`config.mk`:
```
export PLATFORM = sky130hd
export DESIGN_NAME = fpga_status_led_ctrl
export DESIGN_NICKNAME = d
export VERILOG_FILES = /design/src/rtl/status_led_pkg.sv /design/src/rtl/status_blinkcode_gen.sv /design/src/rtl/fpga_status_led_ctrl.sv
export SDC_FILE = /design/constraint.sdc
export NUM_CORES = 1
export LEC_CHECK = 0
export ABC_AREA = 1
export BUFFER_PORTS_ARGS = -buffer_cell sky130_fd_sc_hd__buf_2
export CORE_ASPECT_RATIO = 1.2
export CORE_MARGIN = 4
export CORE_UTILIZATION = 27
export CTS_CLUSTER_SIZE = 28
export DETAILED_ROUTE_END_ITERATION = 8
export MAX_ROUTING_LAYER = met4
export SETUP_SLACK_MARGIN = 0.3
export SYNTH_ARGS = -nofsm -noshare
export SYNTH_HDL_FRONTEND = slang
export SYNTH_HIERARCHICAL = 1
export SYNTH_SLANG_ARGS = --single-unit
export TNS_END_PERCENT = 20
```
`constraint.sdc`:
```
create_clock -name clk_gen -period 1.29 [get_ports clk_gen]
set_input_delay 0 -clock clk_gen [delete_from_list [all_inputs] [get_ports clk_gen]]
set_output_delay 0 -clock clk_gen [all_outputs]
set_load 0.01 [all_outputs]
```
`src/rtl/status_led_pkg.sv`:
```
// Shared types and constants for the FPGA status LED controller.
// Used by fpga_status_led_ctrl and status_blinkcode_gen.
package status_led_pkg;

    typedef enum logic [1:0] {
        LED_OFF       = 2'b00,
        LED_HEARTBEAT = 2'b01,
        LED_PWM       = 2'b10,
        LED_EXIT      = 2'b11
    } led_mode_e;

    typedef enum logic [1:0] {
        BLINK_IDLE = 2'b00,
        BLINK_ON   = 2'b01,
        BLINK_OFF  = 2'b10,
        BLINK_GAP  = 2'b11
    } blink_state_e;

    localparam int BLINK_GAP_TICKS = 4;
    localparam int PULSE_CNT_W     = 5;
    localparam int GAP_CNT_W       = 3;

    // A code of zero is shown as 16 pulses so that it remains visible.
    function automatic logic [PULSE_CNT_W-1:0] blink_pulse_count(input logic [3:0] code);
        return (code == 4'd0) ? PULSE_CNT_W'(16) : {1'b0, code};
    endfunction

endpackage

```
`src/rtl/status_blinkcode_gen.sv`:
```
// Blink-code generator: emits n pulses of one tick each, then a gap, repeating.
// Only instantiated when STATUS_LED_BLINKCODE_EN is defined.
module status_blinkcode_gen
    import status_led_pkg::*;
(
    input  logic       clk_gen,
    input  logic       rst_n,
    input  logic       tick,
    input  logic       start,
    input  logic       clear,
    input  logic [3:0] code,
    output logic       blink_o
);

    blink_state_e               state, state_nxt;
    logic [PULSE_CNT_W-1:0]     pulses_left, pulses_nxt;
    logic [GAP_CNT_W-1:0]       gap_cnt, gap_nxt;

    always_ff @(posedge clk_gen or negedge rst_n) begin
        if (!rst_n) begin
            state       <= BLINK_IDLE;
            pulses_left <= '0;
            gap_cnt     <= '0;
        end else begin
            state       <= state_nxt;
            pulses_left <= pulses_nxt;
            gap_cnt     <= gap_nxt;
        end
    end

    // pulses_left counts the pulses still to come after the current ON phase.
    always_comb begin
        state_nxt  = state;
        pulses_nxt = pulses_left;
        gap_nxt    = gap_cnt;
        if (clear) begin
            state_nxt  = BLINK_IDLE;
            pulses_nxt = '0;
            gap_nxt    = '0;
        end else if (tick) begin
            case (state)
                BLINK_IDLE: begin
                    if (start) begin
                        state_nxt  = BLINK_ON;
                        pulses_nxt = blink_pulse_count(code) - PULSE_CNT_W'(1);
                    end
                end
                BLINK_ON: state_nxt = BLINK_OFF;
                BLINK_OFF: begin
                    if (pulses_left != '0) begin
                        state_nxt  = BLINK_ON;
                        pulses_nxt = pulses_left - PULSE_CNT_W'(1);
                    end else begin
                        state_nxt = BLINK_GAP;
                        gap_nxt   = '0;
                    end
                end
                BLINK_GAP: begin
                    if (gap_cnt == GAP_CNT_W'(BLINK_GAP_TICKS - 1)) begin
                        state_nxt  = BLINK_ON;
                        pulses_nxt = blink_pulse_count(code) - PULSE_CNT_W'(1);
                        gap_nxt    = '0;
                    end else begin
                        gap_nxt = gap_cnt + GAP_CNT_W'(1);
                    end
                end
                default: state_nxt = BLINK_IDLE;
            endcase
        end
    end

    assign blink_o = (state == BLINK_ON);

endmodule

```
`src/rtl/fpga_status_led_ctrl.sv`:
```
// Multi-mode board status LEDs (off / heartbeat / PWM / exit status) with sticky exit latch.
// Define STATUS_LED_BLINKCODE_EN to show failing exit codes as a blink code instead of a square wave.
module fpga_status_led_ctrl
    import status_led_pkg::*;
#(
    parameter int NUM_LEDS = 4,
    parameter int CNT_W    = 27,
    parameter int TICK_W   = 22,
    parameter int PWM_W    = 4,
    parameter int EXIT_W   = 32
) (
    input  logic                  clk_gen,
    input  logic                  rst_n,
    input  logic [2*NUM_LEDS-1:0] mode_i,
    input  logic [PWM_W-1:0]      duty_i,
    input  logic                  exit_valid_i,
    input  logic [EXIT_W-1:0]     exit_value_i,
    input  logic                  exit_clear_i,
    output logic [NUM_LEDS-1:0]   led_o,
    output logic                  exit_latched_o,
    output logic                  exit_pass_o
);

    logic [CNT_W-1:0]    clk_count;
    logic [EXIT_W-1:0]   exit_code;
    logic                fail_pattern;
    logic [NUM_LEDS-1:0] led_nxt;
    logic                unused_bits;

    always_ff @(posedge clk_gen or negedge rst_n) begin
        if (!rst_n) begin
            clk_count <= '0;
        end else begin
            clk_count <= clk_count + CNT_W'(1);
        end
    end

    // Clear has priority; a still-asserted valid recaptures on the following cycle.
    always_ff @(posedge clk_gen or negedge rst_n) begin
        if (!rst_n) begin
            exit_latched_o <= 1'b0;
            exit_pass_o    <= 1'b0;
            exit_code      <= '0;
        end else if (exit_clear_i) begin
            exit_latched_o <= 1'b0;
            exit_pass_o    <= 1'b0;
        end else if (!exit_latched_o && exit_valid_i) begin
            exit_latched_o <= 1'b1;
            exit_pass_o    <= (exit_value_i == '0);
            exit_code      <= exit_value_i;
        end
    end

`ifdef STATUS_LED_BLINKCODE_EN
    logic tick;

    assign tick = &clk_count[TICK_W-1:0];

    status_blinkcode_gen u_blinkcode (
        .clk_gen (clk_gen),
        .rst_n   (rst_n),
        .tick    (tick),
        .start   (exit_latched_o && !exit_pass_o),
        .clear   (exit_clear_i),
        .code    (exit_code[3:0]),
        .blink_o (fail_pattern)
    );
`else
    assign fail_pattern = clk_count[TICK_W];
`endif

    assign unused_bits = ^{clk_count, exit_code};

    always_comb begin
        led_nxt = '0;
        for (int k = 0; k < NUM_LEDS; k++) begin
            case (led_mode_e'(mode_i[2*k +: 2]))
                LED_OFF:       led_nxt[k] = 1'b0;
                LED_HEARTBEAT: led_nxt[k] = clk_count[CNT_W-1];
                LED_PWM:       led_nxt[k] = (clk_count[PWM_W-1:0] < duty_i);
                LED_EXIT:      led_nxt[k] = exit_latched_o && (exit_pass_o || fail_pattern);
                default:       led_nxt[k] = 1'b0;
            endcase
        end
    end

    // Output register stage
    always_ff @(posedge clk_gen or negedge rst_n) begin
        if (!rst_n) begin
            led_o <= '0;
        end else begin
            led_o <= led_nxt;
        end
    end

endmodule

```
# Word-level counts from Yosys, hierarchy flattened
# Index checks and enable logic that the tools add are counted.
# Widths: inputs -> output; s select.
[totals]
n_memories = 0
latch_bits = 0
in_bits = 48
register_bits = 33
out_inout_bits = 6
word_cells = 36
mem_bits_ro = 0
mem_bits_rw = 0
[op_classes]
shifts = 0
reduce_logical = 10
n_eq_ne = 12
mux = 8
div_mod_pow = 0
bitwise = 0
n_mul = 0
n_lt_le_gt_ge = 1
n_addsub = 1
[ops]
columns = ["op", "count"]
rows = [
  ["$logic_not 32->1", 1],
  ["$add 27x1->27 const B", 1],
  ["$eq 2x2->1 const B", 8],
  ["$pmux 1 s4", 4],
  ["$eq 2x1->1 const B", 4],
  ["$logic_not 2->1", 4],
  ["$lt 4x4->1", 1],
  ["$mux 1", 4],
  ["$logic_and 1x1->1", 2],
  ["$reduce_bool 2->1", 1],
  ["$logic_not 1->1", 1],
  ["$logic_or 1x1->1", 1],
]

# Depth between registers and ports, before layout
[depth]
depth_word = 4
ltp_mapped = 8
ltp_nobuf = 8

# Least setup slack after synthesis
# No wires, ideal clock.
[synth_path]
path_type = "register -> register"
from = "register clk_count[1]"
to = "register clk_count[24]"
setup_ns = 0.117
period_less_slack_ns = 1.252
path_slack_ns = 0.038
path_stages_with_launch = 9
path_buffers = 0
arrival_time_ns = 1.135
t_required_ns = 1.173
cell_sequence = "dfrtp_1 > ha_1 > nand3_2 > inv_2 > nand2_2 > inv_1 > nand2_1 > nand2_1 > nand2_1"
[synth_via]
elab_chain_cells = 1
[synth_lines]
columns = ["element", "line_no", "rtl"]
rows = [
  ["from (decl)", "fpga_status_led_ctrl.sv:24", "logic [CNT_W-1:0] clk_count;"],
  ["from (signal assigned)", "fpga_status_led_ctrl.sv:34", "clk_count <= clk_count + CNT_W'(1);"],
  ["$add 27x1->27", "fpga_status_led_ctrl.sv:34", ""],
]
# Every way passes these cells.
# A chain may end at the register's enable or synchronous reset.

# Worst setup path in the final report
[layout_path]
from = "register clk_count[9]"
to = "register clk_count[21]"
# Same word-level chain as after synthesis.

==> results.toml <==
[run_status]
outcome = "complete, but fails checks"
failed_checks = "negative setup slack"

[clocking]
cts_tree = "built"
cts_buffers = 5
worst_setup_hold_path_clk_slew_ps = 80
cts_sinks = 33
cts_root_buf = "clkbuf_8"
cts_buffer_depth = 2
clk_latency_ps = 300
h-tree-depth = 2

[logic_synthesis]
synth_xor_area_share_pct = 9.12
syn_inst = 256
ys_ff_latch = 33
synth_top_family_by_area = "simple AND/OR/NAND/NOR gates"
synthAdderAreaFrac_pct = 2.61
syn_nets = 308
avgSynthCellArea_um2 = 7.50
synth_seq_area_share_pct = 43.0
netlist-cell-type-count = 20
syn_area_um2 = 1920
synth-simple-area-share_pct = 36.8
muxShareOfSynthArea_pct = 0
yosysWarnings = 6
synth_compound_area_share_pct = 3.19

[routing]
drtAntennaViolNets = 0
via_per_inst = 4.32
drc = 0
wl_per_cell_um = 12.1
drtIter0Drc = 88
num_vias = 1892
drt_first_pass_iters = 4
drt_wl_total_um = 5290

[global_route]
grtUsageTotal_pct = 12.8
grt_overflow = 0
grt_pass1_wl_um = 8600
grt_pass1_vias = 1962
antenna_found_initial = 0
grt_max_degree = 21

[timing]
slew_headroom_pct = 74.9
period_needed_ps = 1300
fin_ws_ps = -7.69
setup_viol = 1
worst_pin_slew_ps = 376
hold_viol = 0
finClkSkew_ps = 14.4
drv_slew = 0
grt_setup_unrepaired = "yes"
post-route-period-util_pct = 101
max_freq_mhz = 771

[critical_path]
cp_common_cell = "nand2_2"
cp-start-kind = "flop"
path_cells = "nand2_2, nor2_4, nand2_2, nor2_2, nand2_2, xor2_1"
worstSetupPathType = "flop to flop"
ff2ff_path_depth = 6
cp-startpoint = "clk_count[9]"
crit_family = "simple AND/OR/NAND/NOR gates"
worst-path-stages = 6
critPathMaxFanout = 3
r2r_start = "clk_count[9]"
crit_path_top_delay_cell = "dfrtp_1"
crit_path_end_kind = "flop"
crit_arrival_ps = 1480
critPathRequiredTime_ps = 1470
path_buf_inv = 0
slowest_delay_ps = 450

[final_layout]
layout_common_cells = "nand2_1 (61), buf_2 (53), nor2_1 (35)"
multi_input_area_um2 = 1190
fin_nets = 402
antenna_cells = 0
areaGrowthSynthToFinish_pct = 52.6
seq_area_um2 = 833
layout-drive-gt1-share_pct = 45.3
fillers = 668
finish.instance_area_um2 = 2930
mostFrequentLayoutCell = "nand2_1"

[floorplan]
die_h_um = 100
die_w_um = 85.0
die_area_um2 = 8530
start_util_pct = 27.9
io_pins = 54
design.core.area_um2 = 6900
row_count = 33

[placed_design]
place_congestion = 0.881
dpl_cell_area_um2 = 2370
portBuffers = 53
hpwlAfterDp_um = 3770

[hold_path]
hold_start = "mode_i[3]"
hp-class = "input port to flop"
hold_depth = 3

[run]
drv_cap = 0

[power_and_ir_drop]
p_leak_nw = 1.37
fin_total_pwr_mw = 2.44
powerDensity_nw_per_um2 = 832
ir_worst_vdd_uv = 456
[state kept, by name (all words and copies together), names as in the netlist]
| register | flops |
|---|---|
| clk_count | 27 |
| exit_latched_o | 1 |
| exit_pass_o | 1 |
| led_o | 4 |
[worst paths after layout]
kind / endpoint / slack [ps]
max in group asynchronous: clk_count[0] / 690
min in group asynchronous: clk_count[22] / 160
worst max register to register: clk_count[21] / -8
worst min-delay path: led_o[1] / 10
worst max-delay path: clk_count[21] / -8
worst min register to register: clk_count[24] / 500
[area by class of cell]
cell class / count / share of cell area (%)
clock inverter: 3 / 2.35
timing repair buffer: 87 / 19.0
sequential: 33 / 28.4
inverter: 27 / 3.54
multi-input combinational: 196 / 40.7
clock buffer: 5 / 2.35
tap: 87 / 3.71
[what timing repair did]
item	in CTS	in global routing
endpoints found under the hold margin	39	0
setup endpoints to repair	29	28
gates resized for setup	27	35
pin swaps	10	27
hold buffers	9	0
cloned	0	0
setup buffers	14	6
[through the flow]
stage	instances	setup WS [ps]	hold slack, ps	utilization [%]	setup TNS [ps]
2_1_floorplan	256	144	-296	-	0
3_3_place_gp	401	5.03	-47.6	34.4	0
3_5_place_dp	401	-16.3	-52.7	34.4	-39.9
4_1_cts	432	68.8	8.65	40.5	0
5_1_grt	438	-80.6	32.4	42.5	-339
6_report	438	-7.69	10.8	42.5	-7.69
[worst register-to-register path: stages (launching register included)]
cell and delay (ps):
dfrtp_1 450, nand2_2 130, nor2_4 170, nand2_2 80, nor2_2 130, nand2_2 90
xor2_1 140
[kinds of logic after synthesis]
family | count (synthesis)
buffers and inverters | 27
AOI/OAI and AO/OA | 11
adders and majority gates | 4
DFF | 33
xor gates and xnor gates | 20
and+or+nand+nor | 161
[report_power, final]
part	switching [mW]	leakage (nW)	internal, mW
clock network	0.421	0.0687	0.778
logic	0.0881	0.866	0.104
registers	0.00400	0.433	1.04
[synth_stat cells]
| cell | n | area share, % |
|---|---|---|
| a21oi_1 | 4 | 1.0 |
| dfrtp_1 | 33 | 43 |
| ha_1 | 4 | 2.6 |
| inv_1 | 26 | 5.1 |
| inv_2 | 1 | 0.20 |
| nand2_1 | 78 | 15 |
| nand2_2 | 5 | 1.6 |
| nand3_1 | 6 | 1.6 |
| nand3_2 | 3 | 1.6 |
| nand3b_1 | 3 | 1.2 |
| nor2_1 | 51 | 10 |
| nor2_2 | 8 | 2.6 |
| nor2_4 | 3 | 1.8 |
| nor3_1 | 3 | 0.78 |
| nor3_2 | 1 | 0.52 |
| o211ai_1 | 1 | 0.39 |
| o21ai_0 | 3 | 0.78 |
| o22ai_1 | 3 | 0.98 |
| xnor2_1 | 7 | 3.2 |
| xor2_1 | 13 | 5.9 |
[per-layer routing]
metal | routed length [µm] | track usage [%]
met5 | 0 | -
met4 | 156 | 5.12
met3 | 184 | 2.46
met1 | 2110 | 14.1
met2 | 2840 | 22.7
No activity file was read; power rests on OpenSTA's default activity.
